[src/rtl/hazard3_timer_pkg.sv]
// hazard3_timer_pkg: register map shared by hazard3_riscv_timer and hazard3_timer_tickgen
// Holds byte offsets and bit positions for both blocks on the peripheral APB segment.
package hazard3_timer_pkg;
    localparam logic [7:0] TIMER_CTRL       = 8'h00;
    localparam logic [7:0] TIMER_MTIME      = 8'h08;
    localparam logic [7:0] TIMER_MTIMEH     = 8'h0c;
    localparam logic [7:0] TIMER_MTIMECMP   = 8'h10;
    localparam logic [7:0] TIMER_MTIMECMPH  = 8'h14;
    localparam logic [7:0] TICKGEN_CTRL     = 8'h00;
    localparam logic [7:0] TICKGEN_DIV_INT  = 8'h04;
    localparam logic [7:0] TICKGEN_DIV_FRAC = 8'h08;
    localparam logic [7:0] TICKGEN_STATUS   = 8'h0c;
    localparam int TICKGEN_CTRL_EN        = 0;
    localparam int TICKGEN_STATUS_NRZ     = 0;
    localparam int TICKGEN_STATUS_CTR_LSB = 16;
endpackage

[src/rtl/hazard3_tickgen_ctr.sv]
// hazard3_tickgen_ctr: reload down-counter with fractional accumulator for the tick generator
// Ports: clk, rst_n (async active-low); i_en run enable; i_start restart from a fresh period;
//        i_div_int / i_div_frac divisor; o_expire high on the cycle the period ends; o_ctr live count.
// Macro HAZARD3_TICKGEN_FRAC_EN: when undefined the accumulator is absent and carry is 0.
module hazard3_tickgen_ctr
    import hazard3_timer_pkg::*;
#(
    parameter int W_DIV  = 16,
    parameter int W_FRAC = 8
) (
    input  logic              clk,
    input  logic              rst_n,
    input  logic              i_en,
    input  logic              i_start,
    input  logic [W_DIV-1:0]  i_div_int,
    input  logic [W_FRAC-1:0] i_div_frac,
    output logic              o_expire,
    output logic [W_DIV-1:0]  o_ctr
);
    logic [W_DIV-1:0] r_ctr;
    logic [W_DIV-1:0] w_div_m1;
    logic             w_carry;

    // divisor 0 behaves as 1
    assign w_div_m1 = (i_div_int == '0) ? '0 : i_div_int - 1'b1;
    assign o_expire = i_en && (r_ctr == '0);
    assign o_ctr    = r_ctr;

`ifdef HAZARD3_TICKGEN_FRAC_EN
    logic [W_FRAC-1:0] r_acc;
    logic [W_FRAC:0]   w_sum;

    assign w_sum   = {1'b0, r_acc} + {1'b0, i_div_frac};
    assign w_carry = w_sum[W_FRAC];

    always_ff @(posedge clk or negedge rst_n) begin
        if (!rst_n)
            r_acc <= '0;
        else if (i_start)
            r_acc <= '0;
        else if (o_expire)
            r_acc <= w_sum[W_FRAC-1:0];
    end
`else
    logic w_unused;

    assign w_unused = ^i_div_frac;
    assign w_carry  = 1'b0;
`endif

    // a carry stretches the next period by one cycle
    always_ff @(posedge clk or negedge rst_n) begin
        if (!rst_n)
            r_ctr <= '0;
        else if (i_start)
            r_ctr <= w_div_m1;
        else if (o_expire)
            r_ctr <= w_div_m1 + W_DIV'(w_carry);
        else if (i_en)
            r_ctr <= r_ctr - 1'b1;
    end
endmodule

[src/rtl/hazard3_timer_tickgen.sv]
// hazard3_timer_tickgen: APB-programmable integer+fraction clock divider producing tick_nrz for hazard3_riscv_timer
// Ports: clk, rst_n (async active-low); APB slave i_psel/i_penable/i_pwrite/i_paddr/i_pwdata,
//        o_prdata (combinational from i_paddr), o_pready=1, o_pslverr=0;
//        o_tick_nrz toggles once per divider period, o_tick_pulse marks each toggle.
// Macro HAZARD3_TICKGEN_FRAC_EN enables DIV_FRAC storage and the fractional accumulator.
module hazard3_timer_tickgen
    import hazard3_timer_pkg::*;
#(
    parameter int W_DIV  = 16,
    parameter int W_FRAC = 8
) (
    input  logic        clk,
    input  logic        rst_n,
    input  logic        i_psel,
    input  logic        i_penable,
    input  logic        i_pwrite,
    input  logic [7:0]  i_paddr,
    input  logic [31:0] i_pwdata,
    output logic [31:0] o_prdata,
    output logic        o_pready,
    output logic        o_pslverr,
    output logic        o_tick_nrz,
    output logic        o_tick_pulse
);
    logic              w_wr;
    logic              w_ctrl_wr;
    logic              w_start;
    logic              w_run;
    logic              w_expire;
    logic [W_DIV-1:0]  w_ctr;
    logic [W_FRAC-1:0] w_div_frac;
    logic [31:0]       w_status;
    logic              w_unused;
    logic              r_en;
    logic              r_tick_nrz;
    logic              r_tick_pulse;
    logic [W_DIV-1:0]  r_div_int;

    assign w_wr      = i_psel && i_penable && i_pwrite;
    assign w_ctrl_wr = w_wr && (i_paddr == TICKGEN_CTRL);
    // only a 0->1 transition restarts; rewriting EN=1 while running is a no-op
    assign w_start   = w_ctrl_wr && i_pwdata[TICKGEN_CTRL_EN] && !r_en;
    // an EN=0 write freezes the counter on that same edge, suppressing a coincident toggle
    assign w_run     = r_en && !(w_ctrl_wr && !i_pwdata[TICKGEN_CTRL_EN]);
    assign w_unused  = ^i_pwdata;

    always_ff @(posedge clk or negedge rst_n) begin
        if (!rst_n) begin
            r_en         <= 1'b0;
            r_div_int    <= W_DIV'(1);
            r_tick_nrz   <= 1'b0;
            r_tick_pulse <= 1'b0;
        end else begin
            if (w_ctrl_wr)
                r_en <= i_pwdata[TICKGEN_CTRL_EN];
            if (w_wr && (i_paddr == TICKGEN_DIV_INT))
                r_div_int <= i_pwdata[W_DIV-1:0];
            r_tick_nrz   <= r_tick_nrz ^ w_expire;
            r_tick_pulse <= w_expire;
        end
    end

`ifdef HAZARD3_TICKGEN_FRAC_EN
    logic [W_FRAC-1:0] r_div_frac;

    always_ff @(posedge clk or negedge rst_n) begin
        if (!rst_n)
            r_div_frac <= '0;
        else if (w_wr && (i_paddr == TICKGEN_DIV_FRAC))
            r_div_frac <= i_pwdata[W_FRAC-1:0];
    end

    assign w_div_frac = r_div_frac;
`else
    assign w_div_frac = '0;
`endif

    // reload samples the divisor registers before any same-edge write lands
    hazard3_tickgen_ctr #(
        .W_DIV  (W_DIV),
        .W_FRAC (W_FRAC)
    ) u_ctr (
        .clk        (clk),
        .rst_n      (rst_n),
        .i_en       (w_run),
        .i_start    (w_start),
        .i_div_int  (r_div_int),
        .i_div_frac (w_div_frac),
        .o_expire   (w_expire),
        .o_ctr      (w_ctr)
    );

    assign w_status = (32'(w_ctr) << TICKGEN_STATUS_CTR_LSB) | (32'(r_tick_nrz) << TICKGEN_STATUS_NRZ);

    assign o_prdata = (i_paddr == TICKGEN_CTRL)     ? 32'(r_en)       :
                      (i_paddr == TICKGEN_DIV_INT)  ? 32'(r_div_int)  :
                      (i_paddr == TICKGEN_DIV_FRAC) ? 32'(w_div_frac) :
                      (i_paddr == TICKGEN_STATUS)   ? w_status        : 32'h0;

    assign o_pready     = 1'b1;
    assign o_pslverr    = 1'b0;
    assign o_tick_nrz   = r_tick_nrz;
    assign o_tick_pulse = r_tick_pulse;
endmodule
[config.mk]
export PLATFORM = sky130hd
export DESIGN_NAME = hazard3_timer_tickgen
export DESIGN_NICKNAME = d
export VERILOG_FILES = /design/src/rtl/hazard3_timer_pkg.sv /design/src/rtl/hazard3_tickgen_ctr.sv /design/src/rtl/hazard3_timer_tickgen.sv
export SDC_FILE = /design/constraint.sdc
export NUM_CORES = 1
export LEC_CHECK = 0
export ABC_AREA = 1
export ABC_CLOCK_PERIOD_IN_PS = 1900
export BUFFER_PORTS_ARGS = -buffer_cell sky130_fd_sc_hd__buf_2
export CAP_MARGIN = 20
export CORE_ASPECT_RATIO = 0.6
export CORE_MARGIN = 2
export CORE_UTILIZATION = 51
export CTS_BUF_LIST = sky130_fd_sc_hd__clkbuf_4
export DETAILED_ROUTE_END_ITERATION = 7
export PLACE_DENSITY_LB_ADDON = 0.12
export RECOVER_POWER = 100
export SYNTH_ARGS = -nofsm -noshare
export SYNTH_HDL_FRONTEND = slang
export SYNTH_SLANG_ARGS = --single-unit
[constraint.sdc]
create_clock -name clk -period 1.9 [get_ports clk]
set_clock_uncertainty 0.05 [all_clocks]
set_input_delay 0 -clock clk [delete_from_list [all_inputs] [get_ports clk]]
set_output_delay 0 -clock clk [all_outputs]
set_load 0.01 [all_outputs]
**Word level (Yosys, flattened, before mapping)**

Cells that the tools add are included.

- Output and inout port bits: 36
- Bits of input ports: 45
- Logic and storage cells: 36
- Register bits: 35

- Mux-type cells: 8
- $add $sub $neg: 2
- Eq/ne operators: 3
- Reductions and logical operators: 16
- Bitwise logic cells: 2

Operators by type and width:

| operator | number |
|---|---|
| $mux 32 | 4 |
| $mux 16 | 4 |
| $logic_not 16->1 | 2 |
| $or 32x1->32 | 1 |
| $sub 16x1->16 const B | 2 |
| $eq 8x4->1 const B | 2 |
| $logic_and 1x1->1 | 9 |
| $eq 8x3->1 const B | 1 |
| $logic_not 8->1 | 1 |
| $logic_not 1->1 | 3 |
| $reduce_bool 3->1 | 1 |
| $xor 1x1->1 | 1 |

**Depth between registers and ports, before layout**

Gate-level depths: netlist (run 1).

- Depth in word-level cells: 9
- Depth in mapped cells: 12
- Depth with buffers taken out: 12

**By module**

From an unflattened synthesis (run 1), not the netlist that was laid out.

- Cells, all modules: 469
- Area, all modules: 2864.0 um^2

By module, submodules not included:

| module | cells an instance | times used | area each (um^2) | seq. area each (um^2) |
|---|---|---|---|---|
| hazard3_tickgen_ctr | 288 | 1 | 1621.6 | 400.4 |
| hazard3_timer_tickgen | 181 | 1 | 1242.4 | 476.7 |

**Worst setup path after synthesis (run 1)**

OpenSTA, ideal clock, no wires.

- Kind: reg2reg
- Start: register r_div_int[0]
- End: register u_ctr.r_ctr[4] (netlist: u_ctr.o_ctr[4])
- Cell stages (with the launch flop): 11
- Path slack: 0.214 ns
- Arrival time: 1.562 ns
- Setup time: 0.074 ns
- Clock period less this slack: 1.686 ns
- Buffers on the path: 1
- Required time: 1.776 ns
- Cell sequence: dfstp_2 inv_1 ha_1 nand3_1 nor2_1 nand3_1 buf_2 o21ai_0 nand2_2 nand3_2 o21ai_2

- Word-level cells in the longest chain between the ends: 4
- Elaborated cells between the ends (all ways): 5
- Those cells by class: 1 x add/sub; 3 x mux; 1 x reduce/logical

Ends and longest elaborated chain:

| item | RTL line | source |
|---|---|---|
| start, declared | hazard3_timer_tickgen.sv:37 | `logic [W_DIV-1:0] r_div_int;` |
| start signal, assigned | hazard3_timer_tickgen.sv:57 | `r_div_int <= i_pwdata[W_DIV-1:0];` |
| $sub 16x1->16 / $logic_not 16->1 (equally long branches) | hazard3_tickgen_ctr.sv:25 | `assign w_div_m1 = (i_div_int == '0) ? '0 : i_div_int - 1'b1;` |
| $mux 16 (*) | hazard3_tickgen_ctr.sv:25 |  |
| $mux 16 | hazard3_tickgen_ctr.sv:57 | `else if (o_expire)` |
| $mux 16 (*) | hazard3_tickgen_ctr.sv:55 | `else if (i_start)` |
| end signal, assigned | hazard3_tickgen_ctr.sv:56 | `r_ctr <= w_div_m1;` |
| end signal, assigned | hazard3_tickgen_ctr.sv:58 | `r_ctr <= w_div_m1 + W_DIV'(w_carry);` |
| end signal, assigned | hazard3_tickgen_ctr.sv:60 | `r_ctr <= r_ctr - 1'b1;` |
| end, declared | hazard3_tickgen_ctr.sv:20 | `logic [W_DIV-1:0] r_ctr;` |

Every way passes the cells marked *; elsewhere a longest branch is shown, timed or not.
A chain may end at the register's enable or synchronous reset.

**Final worst setup path (run 1)**

- Start: register r_div_int[0]
- End: register u_ctr.r_ctr[6] (netlist: u_ctr.o_ctr[6])

Same word-level chain as after synthesis.

==> results.rst, run 1 <==
.. list-table::
   :header-rows: 1

   * - Metric
     - Value
   * - Outcome
     - complete, no violations
   * - Clock latency reported for the late side of the worst-skew pair
     - between 0.3 and 0.4 ns
   * - Clock buffers created by TritonCTS
     - 5
   * - Share of flip-flops with an asynchronous set or reset
     - 1.00
   * - Total gr overflow
     - 0
   * - Overall power
     - around 0.0018 W
   * - Root Buffer Master
     - clkbuf_4
   * - Worst slew margin relative to its limit
     - 0.367
   * - First-pass GRT wire length
     - roughly 14,000 um
   * - Violation count after the first detailed-route iteration
     - 254
   * - Area grow syn2layout
     - 20.8%
   * - Clock period minus worst slack
     - 1.79 ns
   * - Max Transition Viols Final
     - 0
   * - Setup TNS
     - 0 ns
   * - Area fraction of the dominant cell type after synthesis
     - 0.291
   * - Clock sink count
     - 35
   * - Area occupied by multi-input gates
     - 1730 um2
   * - Main flop type after synthesis
     - dfrtp_1
   * - Vias
     - about 3,100
   * - Sequential-to-total area share from yosys stat
     - 0.300
   * - Initial antenna violation count
     - 0
   * - Vias in the first global route
     - between 2,000 and 3,000
   * - Ant. Diodes
     - 0
   * - Routed wire length per instance
     - around 14 um
   * - Count of synthesis-stage warnings from yosys
     - 0
   * - Maximum clock path buffer count
     - 2
   * - Number of flip-flops and latches in the synthesized netlist
     - 35
   * - Pleak
     - approximately 1.8 nW
   * - Cell row count
     - 21
   * - Initial standard-cell utilization of the core
     - 0.527
   * - Critical Path Start Type
     - flop
   * - Clock slew seen by the registers of the worst setup and hold paths
     - 0.13 ns
   * - Cell variety after synth
     - 37
   * - Total routed wirelength
     - roughly 8500 um
   * - Kind of path behind the tightest hold check
     - in -> reg
   * - CP max FO
     - 7
   * - Most area-hungry cell type in the Yosys netlist
     - dfrtp_1
   * - Post-detailed-route DRC marker count
     - 0
   * - NumNets Final
     - ~570
   * - Core outline area
     - about 5500 um2
   * - Setup repair after global routing missed its margin
     - false
   * - Filler Cells Inserted
     - roughly 560
   * - Number of routed nets with antenna violations
     - 0
   * - Pin count of the biggest net entering global routing
     - 36
   * - Share of layout cells above drive strength 1
     - 0.202
   * - Max-cap viol count
     - 0
   * - Peak supply drop
     - 0.305 mV
   * - I/O Pins
     - ~80
   * - Detailed-routing iteration count for the pre-antenna-repair pass
     - 5
   * - Arrival time worst endpoint
     - 2.03 ns
   * - Combined flip-flop and latch cell area
     - around 880 um2
   * - Layout Utilization
     - 0.636
   * - Total half-perimeter wirelength after legalization and detailed placement
     - 6320 um
   * - Transition at the pin with the smallest max-transition slack
     - 0.949 ns
   * - Count of flip-flops with a built-in enable after synthesis
     - 0
   * - Final hold violations
     - 0
   * - Number of setup violations in the final report
     - 0
   * - Post-synthesis instance total
     - ~440
   * - Global-route total usage across every layer
     - 0.276
   * - IO buf count
     - 62
   * - Pwr dens
     - 513 nW/um2
   * - Number of nets produced by synthesis
     - approximately 480
   * - Area contributors post-synth
     - dfrtp_1 29%, nand2_1 12%, nor2_1 11%
   * - Post-Syn Area
     - around 2900 um2
   * - Number of H-tree levels
     - 2
   * - Overall die width
     - 102 um
   * - Weighted congestion reported at the end of routability-driven placement
     - 0.955
   * - Die area
     - 6370 um2
   * - Critical Path End Type
     - flop
   * - Via density per instance
     - 5.19
   * - TritonCTS clock tree
     - yes
   * - Most frequent cells after synthesis
     - 96 x nand2_1, 84 x nor2_1, 51 x inv_1
   * - Synth Area per Inst
     - roughly 6.7 um2
   * - Final worst path period share
     - 0.941
   * - Vertical die dimension
     - 62.6 um
   * - Minimum hold slack
     - ~0.21 ns
   * - Achievable frequency
     - 559 MHz
   * - Endpoint required time on the critical path
     - 2.14 ns
   * - Critical path start-end classification
     - reg -> reg
   * - Most repeated cell in the gate-level netlist after synthesis
     - nand2_1
path summary, 6_finish.rpt:
kind | from | end | slack, ns | depth (start not counted)
worst max-delay path | r_div_int[0] | u_ctr.o_ctr[6] | 0.11 | 10
worst min-delay path | i_paddr[0] | u_ctr.o_ctr[5] | 0.21 | 7
worst max register to register | r_div_int[0] | u_ctr.o_ctr[6] | 0.11 | 10
worst min register to register | r_div_int[0] | r_div_int[0] | 0.45 | 2
max in group asynchronous | rst_n | r_div_int[8] | 0.94 | 2
min in group asynchronous | rst_n | u_ctr.o_ctr[6] | 0.27 | 2
worst max-delay path, stage by stage (launching register included):
cell	delay, ns
dfstp_2	0.56
inv_1	0.05
ha_1	0.22
nand3_2	0.13
nor2_2	0.06
nand3_1	0.16
buf_4	0.18
nand3_1	0.11
nand2_2	0.09
nand3_2	0.06
o21ai_2	0.07
layout by cell type (no fill, tap or decap), types with 2 or more instances in the layout:
master         netlist  routed
nand2_1             96      97
nor2_4               4       4
a21oi_1             18      18
conb_1               2       2
nor4_1               1       2
nor2_2               5       6
o21ai_0              4       4
ha_1                 3       3
clkbuf_1             2      33
clkbuf_2             0       4
nand3_2              7       7
xnor2_1              2       2
nor3_1              11      11
inv_1               51      49
clkbuf_4             0       7
buf_2                5      28
nand2_2             14      13
inv_2                1       3
nand2_4              4       3
xor2_1               9       9
dfrtp_1             34      34
buf_4                3      15
nand3_1             45      45
dlygate4sd3_1        0      17
nand4_1              4       4
o21ai_2              7       7
nor2_1              84      83
nand3_4              4       4
logic make-up (layout without fill, tap and decap cells):
| logic type | Yosys count | in the layout | synth area share |
|---|---|---|---|
| compound gates | 31 | 31 | 0.0630 |
| xor+xnor | 11 | 11 | 0.0330 |
| fa+ha+maj | 3 | 3 | 0.0129 |
| buf+inv | 68 | 158 | 0.109 |
| flops | 35 | 35 | 0.300 |
| other cells | 2 | 2 | 0.00257 |
| simple gates | 285 | 285 | 0.479 |
cell type report:
cell class	count	share of cell area
well taps	80	0.0284
multi-input cells	332	0.490
inverters	53	0.0564
repair buffers	97	0.161
clock inverters	1	0.00142
flip-flops and latches	35	0.249
clock buffers	7	0.0149
metal layers:
layer / routed length [um] / global-route usage / vias up / part of all wire
met1: 4410 / 0.449 / 1456 / 0.52
met2: 3260 / 0.370 / 144 / 0.38
met4: 24 / 0.0304 / 0 / 0.0028
met5: 0 / 0 / - / 0
met3: 802 / 0.0682 / 2 / 0.094
li1: - / - / 1540 / -
stage by stage:
stage	cell area (um2)	setup slack, ns	cells
finish	3530	0.113	605
global route	3530	0.000336	605
CTS	3550	0.0302	602
detailed placement	3320	0.0852	577
global placement	3320	0.142	577
floorplan	2920	0.214	435
flip-flops by register name, summed over array words and instances (netlist names):
register and flops:
o_tick_nrz 1, r_div_int 16, r_en 1, o_tick_pulse 1
u_ctr.o_ctr 16
repair_timing:
action,in CTS,in global routing
endpoints found under the hold margin,50,0
hold buffers,17,0
setup endpoints to repair,0,16
setup buffers,0,3
gates resized for setup,0,8
power by group:
group          switching [W]  internal (W)  total, W
sequential         0.0000613      0.000801  0.000862
combinational       0.000290      0.000211  0.000500
clock               0.000275      0.000173  0.000448
Power figures use the tool's default switching activity.
==> run 2: changes to the inputs <==
--- a/config.mk
+++ b/config.mk
@@ -9,13 +9,16 @@
 export ABC_CLOCK_PERIOD_IN_PS = 1900
 export BUFFER_PORTS_ARGS = -buffer_cell sky130_fd_sc_hd__buf_2
 export CAP_MARGIN = 20
+export CELL_PAD_IN_SITES_DETAIL_PLACEMENT = 0
+export CELL_PAD_IN_SITES_GLOBAL_PLACEMENT = 1
 export CORE_ASPECT_RATIO = 0.6
 export CORE_MARGIN = 2
-export CORE_UTILIZATION = 51
+export CORE_UTILIZATION = 38
 export CTS_BUF_LIST = sky130_fd_sc_hd__clkbuf_4
 export DETAILED_ROUTE_END_ITERATION = 7
 export PLACE_DENSITY_LB_ADDON = 0.12
 export RECOVER_POWER = 100
+export SETUP_SLACK_MARGIN = 0.5
 export SYNTH_ARGS = -nofsm -noshare
 export SYNTH_HDL_FRONTEND = slang
 export SYNTH_SLANG_ARGS = --single-unit
==> run 2 against run 1 <==
  * Critical path depth rose by 1
  * Combinational power rose by 33%
  * Core utilization fell by 8.6 points
==> results.rst, run 2 (same netlist as run 1, synthesis figures left out) <==
.. list-table::
   :header-rows: 1

   * - Metric
     - Value
   * - Share of total power in the clock network
     - 0.233 (was 0.247)
   * - Vias in the first global route
     - 2,897 (was 2,652)
   * - Clock buffers created by TritonCTS
     - 5 (unchanged)
   * - I/O Pins
     - 81 (unchanged)
   * - Pwr dens
     - 495 nW/um2 (was 513 nW/um2)
   * - Setup TNS
     - 0 ns (unchanged)
   * - Detailed-routing iteration count for the pre-antenna-repair pass
     - 5 (unchanged)
   * - Worst slew margin relative to its limit
     - 0.345 (was 0.367)
   * - Overall die width
     - 117 um (was 102 um)
   * - Number of routed nets with antenna violations
     - 0 (unchanged)
   * - Die area
     - 8430 um2 (was 6370 um2)
   * - Slowest CP cell
     - dfrtp_1 (was dfstp_2)
   * - Routed wire length per instance
     - 14.7 um (was 14.0 um)
   * - Hold Crit Endpoint
     - u_ctr.o_ctr[9] (was u_ctr.o_ctr[5])
   * - IO buf count
     - 62 (unchanged)
   * - Cell total after placement
     - 608 (was 577)
   * - Most common cell after layout, fill and taps aside
     - nand2_1 (unchanged)
   * - Setup repair after global routing missed its margin
     - true (was false)
   * - Cell row count
     - 24 (was 21)
   * - Worst setup path startpoint
     - u_ctr.o_ctr[6] (was r_div_int[0])
   * - FF-to-FF End
     - u_ctr.o_ctr[2] (was u_ctr.o_ctr[6])
   * - First-pass GRT wire length
     - 15,000 um (was 13,500 um)
   * - Final worst path period share
     - 0.943 (was 0.941)
   * - Outcome
     - complete, no violations (unchanged)
   * - Weighted congestion reported at the end of routability-driven placement
     - 0.889 (was 0.955)
   * - Combinational group share of total power
     - 0.332 (was 0.276)
   * - Share of layout cells above drive strength 1
     - 0.324 (was 0.202)
   * - Initial antenna violation count
     - 0 (unchanged)
   * - Internal cell power
     - 0.00130 W (was 0.00118 W)
   * - Number of H-tree levels
     - 2 (unchanged)
   * - Kind of path behind the tightest hold check
     - in -> reg (unchanged)
   * - Slowest Stage Delay on Critical Path
     - 0.47 ns (was 0.56 ns)
   * - Min-Delay Path Depth
     - 4 (was 7)
   * - Clock latency reported for the late side of the worst-skew pair
     - 0.36 ns (was 0.35 ns)
   * - Overall power
     - 0.00200 W (was 0.00181 W)
   * - Startpoint of the most critical hold path
     - i_pwdata[0] (was i_paddr[0])
   * - Number of non-filler instances in the completed layout
     - 657 (was 605)
   * - Final hold violations
     - 0 (unchanged)
   * - Number of setup violations in the final report
     - 0 (unchanged)
   * - Critical Path End Type
     - flop (unchanged)
   * - Clock slew seen by the registers of the worst setup and hold paths
     - 0.13 ns (about the same)
   * - Vias
     - 3,192 (was 3,142)
   * - Vertical die dimension
     - 71.9 um (was 62.6 um)
   * - Highest-count cells in the layout ignoring fill and taps
     - 93 x nand2_1, 68 x nor2_1, 45 x inv_1, 34 x buf_4 (was 97 x nand2_1, 83 x nor2_1, 49 x inv_1, 45 x nand3_1, 34 x dfrtp_1)
   * - Pleak
     - 1.98 nW (was 1.75 nW)
   * - Root Buffer Master
     - clkbuf_4 (unchanged)
   * - Core outline area
     - 7360 um2 (was 5540 um2)
   * - Worst flop-to-flop path startpoint
     - u_ctr.o_ctr[6] (was r_div_int[0])
   * - Max-cap viol count
     - 0 (unchanged)
   * - Total routed wirelength
     - 9640 um (was 8490 um)
   * - Power dissipated by switching net loads
     - 0.000703 W (was 0.000626 W)
   * - Switching Share
     - 0.351 (was 0.346)
   * - Transition at the pin with the smallest max-transition slack
     - 0.982 ns (was 0.949 ns)
   * - Cells along the critical path
     - nor2_2, nand2_2, nor2_4, nand2_2, nor2_4, nand2_4, buf_12, buf_4, nand3_1, nand3_2, o21ai_2 (was inv_1, ha_1, nand3_2, nor2_2, nand3_1, buf_4, nand3_1, nand2_2, nand3_2, o21ai_2)
   * - Endpoint required time on the critical path
     - 2.13 ns (was 2.14 ns)
   * - Share of power burned in registers
     - 0.434 (was 0.476)
   * - Critical path start-end classification
     - reg -> reg (unchanged)
   * - TritonCTS clock tree
     - yes (unchanged)
   * - CP max FO
     - 5 (was 7)
   * - Max Transition Viols Final
     - 0 (unchanged)
   * - Ant. Diodes
     - 0 (unchanged)
   * - NumNets Final
     - 600 (was 572)
   * - Clock sink count
     - 35 (unchanged)
   * - Clock period minus worst slack
     - 1.79 ns (about the same)
   * - Cell count of the worst reg-to-reg path
     - 11 (was 10)
   * - Achievable frequency
     - 558 MHz (was 559 MHz)
   * - Total gr overflow
     - 0 (unchanged)
   * - Arrival time worst endpoint
     - 2.02 ns (was 2.03 ns)
   * - Total half-perimeter wirelength after legalization and detailed placement
     - 6900 um (was 6320 um)
   * - Global-route total usage across every layer
     - 0.235 (was 0.276)
   * - Violation count after the first detailed-route iteration
     - 247 (was 254)
   * - Setup slack, reg-to-reg
     - 0.11 ns (about the same)
   * - Area grow syn2layout
     - 38.6% (was 20.8%)
   * - Initial standard-cell utilization of the core
     - 0.397 (was 0.527)
   * - Via density per instance
     - 4.86 (was 5.19)
   * - Post-detailed-route DRC marker count
     - 0 (unchanged)
   * - Pin count of the biggest net entering global routing
     - 36 (unchanged)
   * - Maximum clock path buffer count
     - 2 (unchanged)
   * - Peak supply drop
     - 0.370 mV (was 0.305 mV)
   * - Critical Path Start Type
     - flop (unchanged)
## run 2: power groups by stage
| stage | sequential (W) | combinational (W) | clock [W] |
|---|---|---|---|
| 2_1_floorplan | 0.000864 | 0.000333 | 0 |
| 3_3_place_gp | 0.000873 | 0.000469 | 0 |
| 3_5_place_dp | 0.000874 | 0.000479 | 0 |
| 4_1_cts | 0.000866 | 0.000586 | 0.000485 |
| 5_1_grt | 0.000875 | 0.000733 | 0.000520 |
| 6_report | 0.000870 | 0.000666 | 0.000467 |
## run 2: cell type report
type,count,area (um2)
Timing Repair Buffer,124,823
Clock buffer,8,60.1
Fill cell,741,3310
Multi-Input combinational cell,333,1950
Inverter,53,204
Sequential cell,35,878
Tap cell,104,130
## run 2: timing repair
item                                    4_1_cts  5_1_grt
gates cloned                                  0        1
endpoints found under the hold margin        50        0
endpoints found under the setup margin       20       32
hold buffers                                 17        0
setup buffers                                13       10
gates resized for setup                      36       23
pin swaps                                    12       13
## run 2: stage by stage
stage	setup slack [ns]	hold WS (ns)	area, um2	utilization
6_report	0.109	0.0347	4050	0.550
5_1_grt	0.0414	0.0349	4050	0.550
4_1_cts	0.231	0.0374	3940	0.536
3_5_place_dp	0.0750	0.122	3490	0.474
3_3_place_gp	0.129	0.108	3490	0.474
2_1_floorplan	0.378	-0.346	3010	-
## run 2: worst max path at each step
stage	depth (start not counted)	slack, ns	endpoint
global placement	9	0.13	u_ctr.o_ctr[8]
global route	11	0.04	u_ctr.o_ctr[4]
detailed placement	9	0.08	u_ctr.o_ctr[8]
finish	11	0.11	u_ctr.o_ctr[2]
floorplan	12	0.38	u_ctr.o_ctr[4]
CTS	11	0.23	u_ctr.o_ctr[13]
## run 2: critical path: cells and delay by family, from the launching register on
kind / cells / cell delay, ns
AOI/OAI and AO/OA: 1 / 0.09
buffers and inverters: 2 / 0.29
DFF: 1 / 0.47
and+or+nand+nor: 8 / 0.82
## run 2: routing by layer
metal  part of all wire  global-route usage  vias to the layer above
met5                  0                   0                        -
met4             0.0050              0.0392                        0
met3              0.055              0.0401                        7
met2               0.40               0.335                      101
met1               0.54               0.375                     1481
li1                   -                   -                     1603
==> run 3: changes to the inputs <==
--- a/config.mk
+++ b/config.mk
@@ -12,7 +12,6 @@
 export CELL_PAD_IN_SITES_DETAIL_PLACEMENT = 0
 export CELL_PAD_IN_SITES_GLOBAL_PLACEMENT = 1
 export CORE_ASPECT_RATIO = 0.6
-export CORE_MARGIN = 2
 export CORE_UTILIZATION = 38
 export CTS_BUF_LIST = sky130_fd_sc_hd__clkbuf_4
 export DETAILED_ROUTE_END_ITERATION = 7
==> run 3 against run 2 <==
  * Sequential power is 0.7% lower
  * Critical path depth decreased by 1
  * Largest power group unchanged
  * Combinational power up 3.9%
  * First-iteration DRC count is 12% lower
  * Flip-flop and latch count did not move
  * Maximum frequency rose by 4.2%
  * Register-to-register slack gained 0.07 ns
  * Worst setup slack better by 0.072 ns
==> results.rst, run 3 (same netlist as run 1, synthesis figures left out) <==
.. list-table::
   :header-rows: 1

   * - Metric
     - Value
   * - Number of buffers and inverters on the critical path
     - 2 (unchanged)
   * - Total routed wirelength
     - 9320 um (was 9640 um)
   * - Combinational group share of total power
     - 0.349 (was 0.332)
   * - Clock slew seen by the registers of the worst setup and hold paths
     - 0.12 ns (was 0.13 ns)
   * - Cell row count
     - 24 (unchanged)
   * - Max Transition Viols Final
     - 0 (unchanged)
   * - Endpoint required time on the critical path
     - 2.12 ns (was 2.13 ns)
   * - Total placed instance area
     - 3510 um2 (was 3490 um2)
   * - NumNets Final
     - 598 (was 600)
   * - Arrival time worst endpoint
     - 1.94 ns (was 2.02 ns)
   * - Number of non-filler instances in the completed layout
     - 655 (was 657)
   * - Root Buffer Master
     - clkbuf_4 (unchanged)
   * - CP max FO
     - 9 (was 5)
   * - Vertical die dimension
     - 69.9 um (was 71.9 um)
   * - Weighted congestion reported at the end of routability-driven placement
     - 0.863 (was 0.889)
   * - Final worst path period share
     - 0.905 (was 0.943)
   * - Highest-count cells in the layout ignoring fill and taps
     - 93 x nand2_1, 65 x nor2_1, 44 x inv_1, 35 x buf_2, 34 x dfrtp_1 (was 93 x nand2_1, 68 x nor2_1, 45 x inv_1, 34 x buf_4)
   * - Achievable frequency
     - 582 MHz (was 558 MHz)
   * - Pin count of the biggest net entering global routing
     - 36 (unchanged)
   * - Pleak
     - 1.96 nW (was 1.98 nW)
   * - Post-route design area
     - 4050 um2 (about the same)
   * - Number of setup violations in the final report
     - 0 (unchanged)
   * - Initial standard-cell utilization of the core
     - 0.397 (unchanged)
   * - Global-route total usage across every layer
     - 0.243 (was 0.235)
   * - Power dissipated by switching net loads
     - 0.000700 W (was 0.000703 W)
   * - TritonCTS clock tree
     - yes (unchanged)
   * - Critical path start-end classification
     - reg -> reg (unchanged)
   * - Critical path's top delay family
     - simple AND/OR/NAND/NOR gates (unchanged)
   * - Slowest Stage Delay on Critical Path
     - 0.45 ns (was 0.47 ns)
   * - Violation count after the first detailed-route iteration
     - 217 (was 247)
   * - Maximum clock path buffer count
     - 2 (unchanged)
   * - Cells along the critical path
     - nor2_4, inv_1, nor2_1, nand2_2, nor2_4, nand2_4, buf_12, nand3_1, nand3_2, o21ai_0 (was nor2_2, nand2_2, nor2_4, nand2_2, nor2_4, nand2_4, buf_12, buf_4, nand3_1, nand3_2, o21ai_2)
   * - I/O Pins
     - 81 (unchanged)
   * - Share of total power in the clock network
     - 0.214 (was 0.233)
   * - Kind of path behind the tightest hold check
     - in -> reg (unchanged)
   * - Outcome
     - complete, no violations (unchanged)
   * - Cell repeated most along the worst path
     - nor2_4
   * - Peak supply drop
     - 0.312 mV (was 0.370 mV)
   * - Filler Cells Inserted
     - 758 (was 741)
   * - Final hold violations
     - 0 (unchanged)
   * - Worst slew margin relative to its limit
     - 0.344 (was 0.345)
   * - Overall die width
     - 115 um (was 117 um)
   * - Vias
     - 3,183 (was 3,192)
   * - Clock buffers created by TritonCTS
     - 5 (unchanged)
   * - Critical Path End Type
     - flop (unchanged)
   * - Setup repair after global routing missed its margin
     - true (unchanged)
   * - Share of power burned in registers
     - 0.436 (was 0.434)
   * - First-pass GRT wire length
     - 14,900 um (was 15,000 um)
   * - Number of H-tree levels
     - 2 (unchanged)
   * - Core outline area
     - 7360 um2 (unchanged)
   * - Routed wire length per instance
     - 14.2 um (was 14.7 um)
   * - Number of routed nets with antenna violations
     - 0 (unchanged)
   * - Layout Utilization
     - 0.550 (about the same)
   * - Clock period minus worst slack
     - 1.72 ns (was 1.79 ns)
   * - Setup TNS
     - 0 ns (unchanged)
   * - Die area
     - 8050 um2 (was 8430 um2)
   * - Slowest CP cell
     - dfrtp_1 (unchanged)
   * - Most common cell after layout, fill and taps aside
     - nand2_1 (unchanged)
   * - Clock sink count
     - 35 (unchanged)
   * - Critical Path Start Type
     - flop (unchanged)
   * - Initial antenna violation count
     - 0 (unchanged)
   * - Total half-perimeter wirelength after legalization and detailed placement
     - 6810 um (was 6900 um)
   * - Via density per instance
     - 4.86 (about the same)
   * - Total gr overflow
     - 0 (unchanged)
   * - Pwr dens
     - 490 nW/um2 (was 495 nW/um2)
   * - Post-detailed-route DRC marker count
     - 0 (unchanged)
   * - Internal cell power
     - 0.00128 W (was 0.00130 W)
   * - Ant. Diodes
     - 0 (unchanged)
   * - Clock latency reported for the late side of the worst-skew pair
     - 0.36 ns (about the same)
   * - IO buf count
     - 62 (unchanged)
   * - Transition at the pin with the smallest max-transition slack
     - 0.984 ns (was 0.982 ns)
   * - Share of layout cells above drive strength 1
     - 0.328 (was 0.324)
   * - Area grow syn2layout
     - 38.5% (was 38.6%)
   * - Switching Share
     - 0.354 (was 0.351)
   * - Vias in the first global route
     - 2,926 (was 2,897)
   * - Detailed-routing iteration count for the pre-antenna-repair pass
     - 4 (was 5)
   * - Max-cap viol count
     - 0 (unchanged)
   * - Cell total after placement
     - 609 (was 608)
==> run 3: per-stage QoR <==
step	worst slack, ns	hold slack (ns)	total power, W
after floorplan	0.378	-0.346	0.00120
after global placement	0.163	0.109	0.00135
after global routing	0.0579	0.0490	0.00213
final	0.181	0.0390	0.00198
after CTS	0.241	0.0364	0.00192
after detailed placement	0.137	0.116	0.00136
==> run 3: power by group through the flow <==
| stage | registers, W | logic [W] | clock network [W] |
|---|---|---|---|
| 2_1_floorplan | 0.000864 | 0.000333 | 0 |
| 6_report | 0.000864 | 0.000692 | 0.000425 |
| 4_1_cts | 0.000859 | 0.000618 | 0.000443 |
| 5_1_grt | 0.000872 | 0.000768 | 0.000488 |
| 3_3_place_gp | 0.000873 | 0.000473 | 0 |
| 3_5_place_dp | 0.000876 | 0.000486 | 0 |
==> run 3: worst register-to-register path, delay by kind of cell, from the launching register on <==
kind	cells	cell delay, ns
simple gates	7	0.81
flops	1	0.45
buf+inv	2	0.22
compound gates	1	0.11
==> run 3: what timing repair did <==
item / 4_1_cts / 5_1_grt
endpoints found under the hold margin: 50 / 0
endpoints found under the setup margin: 20 / 40
setup buffers: 14 / 7
hold buffers: 17 / 0
resized for setup: 29 / 39
pin swaps: 10 / 10
==> run 3: layer usage <==
| metal | share of wire | track usage |
|---|---|---|
| met1 | 0.53 | 0.385 |
| met2 | 0.40 | 0.347 |
| met3 | 0.056 | 0.0425 |
| met4 | 0.0059 | 0.0317 |
| met5 | 0 | 0 |
==> run 3: area by class of cell <==
class                           instances  area, um2  area share
Sequential cell                        35        877       0.217
Clock buffer                            6       45.0      0.0111
Multi-Input combinational cell        332       1940       0.480
Inverter                               53        208      0.0513
Clock inverter                          2       7.51     0.00186
Tap cell                              104        130      0.0322
Timing Repair Buffer                  123        835       0.206
==> run 3: final timing paths <==
path,start,endpoint,slack (ns),cells past startpoint
hold / removal,i_pwdata[0],u_ctr.o_ctr[9],0.04,4
min in group asynchronous,rst_n,o_tick_nrz,0.29,2
setup reg to reg,u_ctr.o_ctr[2],u_ctr.o_ctr[7],0.18,10
hold reg to reg,o_tick_nrz,o_tick_nrz,0.47,1
max in group asynchronous,rst_n,r_en,0.90,2
setup / recovery,u_ctr.o_ctr[2],u_ctr.o_ctr[7],0.18,10
